## src/rtl/branch_update_queue_pkg.sv

```systemverilog
// Shared constants and entry format for the in-flight branch queue.
// Latency: n/a (types, constants and pure helper functions only).
// Backpressure: n/a.
package branch_update_queue_pkg;

    localparam logic [6:0]  OPC_BRANCH    = 7'b1100011;
    localparam logic [31:0] INSN_LEN_STD  = 32'd4;
    localparam logic [31:0] INSN_LEN_C    = 32'd2;
    localparam int          UPD_TAKEN_BIT = 0;

    typedef struct packed {
        logic [31:1] pc;
        logic        c;
        logic        pred_taken;
        logic        actual_taken;
        logic [31:0] target;
    } bq_entry_t;

    function automatic logic [31:0] bq_upd_pc(input bq_entry_t e);
        logic [31:0] pc_o;
        pc_o = {e.pc, 1'b0};
        pc_o[UPD_TAKEN_BIT] = e.actual_taken;
        return pc_o;
    endfunction

    function automatic logic [31:0] bq_redirect_pc(input bq_entry_t e);
        return e.actual_taken ? e.target
                              : {e.pc, 1'b0} + (e.c ? INSN_LEN_C : INSN_LEN_STD);
    endfunction

endpackage

```

## src/rtl/bq_entry_array.sv

```systemverilog
// Branch entry storage with parallel tag-match resolution.
// Latency: writes visible one cycle after the enabling edge.
// Backpressure: none; the caller gates every enable with the global ready.
module bq_entry_array
    import branch_update_queue_pkg::*;
#(
    parameter int DEPTH = 8,
    parameter int TAG_W = 4,
    parameter int PTR_W = $clog2(DEPTH)
) (
    input  logic             clk_in,
    input  logic             rst_n_in,
    input  logic             clear_en,
    input  logic             alloc_en,
    input  logic [PTR_W-1:0] alloc_idx,
    input  bq_entry_t        alloc_dat,
    input  logic [TAG_W-1:0] alloc_tag,
    input  logic             res_en,
    input  logic [TAG_W-1:0] res_tag,
    input  logic             res_taken,
    input  logic [31:0]      res_target,
    input  logic             pop_en,
    input  logic [PTR_W-1:0] head_idx,
    output logic             head_vld,
    output logic             head_resolved,
    output bq_entry_t        head_dat
);

    logic [DEPTH-1:0] valid_q, valid_d;
    logic [DEPTH-1:0] resolved_q, resolved_d;
    bq_entry_t        ent_q [DEPTH];
    bq_entry_t        ent_d [DEPTH];
    logic [TAG_W-1:0] tag_q [DEPTH];
    logic [TAG_W-1:0] tag_d [DEPTH];

    always_comb begin
        valid_d    = valid_q;
        resolved_d = resolved_q;
        ent_d      = ent_q;
        tag_d      = tag_q;
        for (int i = 0; i < DEPTH; i++) begin
            if (res_en && valid_q[i] && !resolved_q[i] && tag_q[i] == res_tag) begin
                resolved_d[i]         = 1'b1;
                ent_d[i].actual_taken = res_taken;
                ent_d[i].target       = res_target;
            end
        end
        if (pop_en) begin
            valid_d[head_idx]    = 1'b0;
            resolved_d[head_idx] = 1'b0;
        end
        // Allocation wins over a same-cycle resolution of the slot being written.
        if (alloc_en) begin
            valid_d[alloc_idx]    = 1'b1;
            resolved_d[alloc_idx] = 1'b0;
            ent_d[alloc_idx]      = alloc_dat;
            tag_d[alloc_idx]      = alloc_tag;
        end
        if (clear_en) begin
            valid_d    = '0;
            resolved_d = '0;
        end
    end

    always_ff @(posedge clk_in or negedge rst_n_in) begin
        if (!rst_n_in) begin
            valid_q    <= '0;
            resolved_q <= '0;
            for (int i = 0; i < DEPTH; i++) begin
                ent_q[i] <= '0;
                tag_q[i] <= '0;
            end
        end else begin
            valid_q    <= valid_d;
            resolved_q <= resolved_d;
            ent_q      <= ent_d;
            tag_q      <= tag_d;
        end
    end

    assign head_vld      = valid_q[head_idx];
    assign head_resolved = resolved_q[head_idx];
    assign head_dat      = ent_q[head_idx];

endmodule

```

## src/rtl/branch_update_queue.sv

```systemverilog
// In-order queue of in-flight branches: retires to the predictor, flags mispredicts.
// Latency: resolution at edge t pops at t+1; update/redirect pulses in the following cycle.
// Backpressure: alloc_ready_out low when full; rdy_in low freezes all state.
module branch_update_queue
    import branch_update_queue_pkg::*;
#(
    parameter int DEPTH = 8,
    parameter int TAG_W = 4
) (
    input  logic             clk_in,
    input  logic             rst_n_in,
    input  logic             rdy_in,
    input  logic             alloc_valid_in,
    input  logic [31:0]      alloc_pc_in,
    input  logic             alloc_c_in,
    input  logic             alloc_pred_taken_in,
    input  logic [TAG_W-1:0] alloc_tag_in,
    output logic             alloc_ready_out,
    input  logic             res_valid_in,
    input  logic [TAG_W-1:0] res_tag_in,
    input  logic             res_taken_in,
    input  logic [31:0]      res_target_in,
    input  logic             flush_in,
    output logic             upd_valid_out,
    output logic [31:0]      upd_pc_out,
    output logic             mispredict_out,
    output logic [31:0]      redirect_pc_out
);

    localparam int PTR_W = $clog2(DEPTH);
    localparam int CNT_W = PTR_W + 1;
    localparam logic [CNT_W-1:0] FULL_CNT = CNT_W'(DEPTH);

    logic [PTR_W-1:0] head_q, head_d, tail_q, tail_d;
    logic [CNT_W-1:0] count_q, count_d;
    logic             upd_valid_q, upd_valid_d;
    logic [31:0]      upd_pc_q, upd_pc_d;
    logic             mispredict_q, mispredict_d;
    logic [31:0]      redirect_pc_q, redirect_pc_d;

    logic      head_vld, head_resolved;
    bq_entry_t head_dat, alloc_dat;
    logic      pop_en, mis_en, clear_en, alloc_en, res_en;
    logic      unused_pc_lsb;

    assign unused_pc_lsb   = alloc_pc_in[0];
    assign alloc_ready_out = (count_q != FULL_CNT);

    always_comb begin
        alloc_dat              = '0;
        alloc_dat.pc           = alloc_pc_in[31:1];
        alloc_dat.c            = alloc_c_in;
        alloc_dat.pred_taken   = alloc_pred_taken_in;
    end

    always_comb begin
        pop_en        = rdy_in && !flush_in && head_vld && head_resolved;
        mis_en        = pop_en && (head_dat.actual_taken != head_dat.pred_taken);
        // A mispredict makes every younger entry wrong-path, so it clears like a flush.
        clear_en      = rdy_in && (flush_in || mis_en);
        alloc_en      = rdy_in && alloc_valid_in && alloc_ready_out && !clear_en;
        res_en        = rdy_in && res_valid_in && !flush_in;

        head_d        = head_q;
        tail_d        = tail_q;
        count_d       = count_q;
        upd_valid_d   = 1'b0;
        upd_pc_d      = upd_pc_q;
        mispredict_d  = 1'b0;
        redirect_pc_d = redirect_pc_q;

        if (pop_en) begin
            upd_valid_d = 1'b1;
            upd_pc_d    = bq_upd_pc(head_dat);
        end
        if (mis_en) begin
            mispredict_d  = 1'b1;
            redirect_pc_d = bq_redirect_pc(head_dat);
        end
        if (clear_en) begin
            head_d  = '0;
            tail_d  = '0;
            count_d = '0;
        end else if (rdy_in) begin
            head_d  = head_q + PTR_W'(pop_en);
            tail_d  = tail_q + PTR_W'(alloc_en);
            count_d = count_q + CNT_W'(alloc_en) - CNT_W'(pop_en);
        end
    end

    always_ff @(posedge clk_in or negedge rst_n_in) begin
        if (!rst_n_in) begin
            head_q        <= '0;
            tail_q        <= '0;
            count_q       <= '0;
            upd_valid_q   <= 1'b0;
            upd_pc_q      <= '0;
            mispredict_q  <= 1'b0;
            redirect_pc_q <= '0;
        end else begin
            head_q        <= head_d;
            tail_q        <= tail_d;
            count_q       <= count_d;
            upd_valid_q   <= upd_valid_d;
            upd_pc_q      <= upd_pc_d;
            mispredict_q  <= mispredict_d;
            redirect_pc_q <= redirect_pc_d;
        end
    end

    assign upd_valid_out   = upd_valid_q;
    assign upd_pc_out      = upd_pc_q;
    assign mispredict_out  = mispredict_q;
    assign redirect_pc_out = redirect_pc_q;

    bq_entry_array #(
        .DEPTH (DEPTH),
        .TAG_W (TAG_W)
    ) u_entries (
        .clk_in        (clk_in),
        .rst_n_in      (rst_n_in),
        .clear_en      (clear_en),
        .alloc_en      (alloc_en),
        .alloc_idx     (tail_q),
        .alloc_dat     (alloc_dat),
        .alloc_tag     (alloc_tag_in),
        .res_en        (res_en),
        .res_tag       (res_tag_in),
        .res_taken     (res_taken_in),
        .res_target    (res_target_in),
        .pop_en        (pop_en),
        .head_idx      (head_q),
        .head_vld      (head_vld),
        .head_resolved (head_resolved),
        .head_dat      (head_dat)
    );

endmodule

```

## config.mk

```make
export PLATFORM = sky130hd
export DESIGN_NAME = branch_update_queue
export DESIGN_NICKNAME = d
export VERILOG_FILES = /design/src/rtl/branch_update_queue_pkg.sv /design/src/rtl/bq_entry_array.sv /design/src/rtl/branch_update_queue.sv
export SDC_FILE = /design/constraint.sdc
export NUM_CORES = 1
export LEC_CHECK = 0
export CORE_MARGIN = 2
export CORE_UTILIZATION = 55
export DETAILED_ROUTE_END_ITERATION = 10
export PLACE_DENSITY = 0.74
export SLEW_MARGIN = 15
export SYNTH_ARGS = -nofsm -noshare
export SYNTH_HDL_FRONTEND = slang
export SYNTH_SLANG_ARGS = --single-unit
```

## constraint.sdc

```tcl
create_clock -name clk_in -period 6.6 [get_ports clk_in]
set_input_delay 1.98 -clock clk_in [delete_from_list [all_inputs] [get_ports clk_in]]
set_output_delay 1.98 -clock clk_in [all_outputs]
set_load 0.005 [all_outputs]
```

==> out/summary.txt <==
Layout Area Growth over Synthesis -> 13.7%
synth unique cells -> 88
R2R Setup Slk -> 1610 ps
peak supply drop -> 201 uV
Ports -> 148
post-CTS sizing -> 0
Total GRT Usage -> 33.3%
hold_buf cts -> 0
Setup violations, final -> 0
final wirelength -> 94500 um
Setup TNS -> 0 ps
metal2 WL -> 43000 um
drt wl/cell -> 26.5 um
Die H -> 240 um
Synth warnings -> 0
H-tree levels -> 3
outcome -> finished, final reports clean
Worst Setup End Kind -> flop
Slew Viols, Final -> 0
RePlAce Congestion -> 0.883
total CTS buffers -> 71
# Post-CTS Setup Buffers -> 0
pwr dens -> 281 nW/um2
worst skew pair latency -> 620 ps
Post-Synth Simple-Gate Area -> 11.1%
synthesized cell area -> 30700 um2
CTS tree -> yes
final setup skew -> 24.7 ps
worst endpoint required time -> 7140 ps
unrepaired setup endpoints after global routing -> no
clk slew on worst S/H paths -> 60 ps
via-per-instance ratio -> 6.52
gr ovfl total -> 0
CP arrival -> 6090 ps
asr flop ratio synth -> 100%
post-synth top area cell -> dfrtp_1
CP Class -> primary input to flop
DR top layer -> met5
main combinational cell family by area after synthesis -> multiplexers
Post-Synth Adder-Cell Area -> 0.579%
nets -> 2859
relative slew slack -> 16.4%
main flop type after synthesis -> dfrtp_1
Final Instance Count excl. Fillers -> 3568
leakage power total -> 0.0162 uW
period utilisation layout -> 84.2%
drt initial violations -> 2950
post-synth net total -> 2801
fmax -> 180 MHz
max cap viols -> 0
Hold/Removal Path Class -> flop to flop
CP max FO -> 34
vias in the first global route -> 24400
port bufs -> 146
WL met1 -> 36800 um
Synth Area in Compound Gates -> 11.0%
number of flops mapped to enable cells by yosys -> 0
synthesized instance count -> 2707
sequential share of the synthesized area -> 53.1%
Period minus WS final -> 5550 ps
drt pass-1 iters -> 7
dpl cells -> 3440
largest net degree at the start of global routing -> 123
worst-case clock buffer depth -> 3
CTS sink cnt -> 652
post-synthesis mux area share -> 18.7%
Final Hold Viols -> 0
post-route ant nets -> 0
Least-Margin Pin Slew -> 1250 ps
first-pass GRT wire length -> 145000 um
Starting Density -> 55.6%
layout cell share with drive strength beyond 1 -> 15.8%
Yosys top cell area share -> 53.1%
DR vias -> 23300
Die X -> 240 um
Worst setup SP type -> primary input
xor/xnor share of the synthesized area -> 1.43%
DRC -> 0
top cells by area, synth -> dfrtp_1, nand2_1, mux2_1
antenna violations before repair -> 4
core area -> 55200 um2
post-DP HPWL -> 56100 um
clock root cell -> clkbuf_16
# fillers -> 4180
Die Area -> 57700 um2
mean post-synth cell area -> 11.3 um2
met3 WL -> 9280 um
Yosys reg bits -> 652
Site Rows -> 86
-- registers in the layout, summed over array words and instances, names as in the netlist --
register / count
count_q: 4
u_entries.tag_q: 32
upd_valid_out: 1
head_q: 3
u_entries.valid_q: 8
mispredict_out: 1
tail_q: 3
u_entries.ent_q: 528
redirect_pc_out: 32
u_entries.resolved_q: 8
upd_pc_out: 32
-- logic make-up (layout without fill, tap and decap cells) --
logic type / Yosys count / in the layout
AND/OR/NAND/NOR: 751 / 751
flip-flops: 652 / 652
AO/OA/AOI/OAI: 530 / 530
multiplexers: 462 / 462
buffers and inverters: 249 / 360
XOR/XNOR: 50 / 50
adder cells (fa/ha/maj): 13 / 13
other: 0 / 2
-- worst max-delay path, stage by stage --
cell	delay, ps
clkdlybuf4s50_1	770
nor2b_1	450
nand2_1	310
nor4_1	760
nand4b_1	180
buf_4	380
clkinv_1	530
buf_4	430
nand2_1	110
a21oi_1	160
-- metrics by stage --
stage	util, %	total power, uW	hold WS [ps]	worst slack (ps)	cell area, um2
finish	63.2	9820	479	1050	34900
global route	63.2	10100	493	981	34900
CTS	63.2	9810	483	1180	34900
detailed placement	59.0	5840	470	558	32600
global placement	59.0	5780	460	581	32600
floorplan	-	5240	449	1790	30700
-- where the power goes --
group          switching (uW)  leakage, uW  internal [uW]
sequential                169      0.00896           4280
combinational             764      0.00606            608
clock                    1650      0.00117           2350
-- layout make-up --
cell class | instances | area, um2 | share of cell area, %
sequential | 652 | 16300 | 46.8
multi-input combinational | 1806 | 13200 | 37.8
clock buffer | 106 | 2160 | 6.19
timing repair buffer | 213 | 2030 | 5.82
tap | 748 | 936 | 2.68
clock inverter | 20 | 176 | 0.505
inverter | 21 | 81.3 | 0.233
antenna | 2 | 5.00 | 0.0143
-- cell usage in the layout, fill, tap and decap left out, drive strengths merged, types with 8 or more instances in the layout --
cell type,n
dfrtp,652
nand2,481
mux2,324
a21oi,237
clkdlybuf4s50,145
clkbuf,106
nor2,105
mux2i,99
a22oi,83
buf,68
o21ai,61
a221oi,41
mux4,39
xor2,35
a22o,34
inv,22
nand4,21
nor3,21
a31oi,18
nor4,17
clkinv,17
xnor2,15
and2,14
nand3,13
ha,11
and3,9
o22ai,8
nand4b,8
-- metal layers --
layer | GRT usage [%] | vias up
met5 | 0 | -
met4 | 19.0 | 2
met3 | 7.24 | 308
met2 | 50.8 | 1427
met1 | 44.2 | 11800
li1 | - | 9717
-- synthesized netlist by cell type (17+ instances only) --
master      n
a221oi_1   41
buf_2      60
inv_1      17
a22o_1     34
nor3_1     19
dfrtp_1   652
clkbuf_1   88
mux4_2     37
xor2_1     35
nor2_1    101
nand4_1    20
buf_6      24
mux2_1    138
mux2_4     61
a21oi_1   237
a22oi_1    83
nand2_1   481
a31oi_1    18
mux2i_1    99
o21ai_0    59
buf_1      39
mux2_2    125
-- path summary, 6_finish.rpt --
path | startpoint | to | cells past startpoint
min | upd_pc_out[0] | upd_pc_out[0] | 2
max in group asynchronous | rst_n_in | u_entries.ent_q[14] | 2
min reg2reg | upd_pc_out[0] | upd_pc_out[0] | 2
max | rdy_in | u_entries.ent_q[204] | 10
max reg2reg | head_q[0] | u_entries.ent_q[131] | 10
min in group asynchronous | rst_n_in | upd_valid_out | 1
Power figures use the tool's default switching activity.
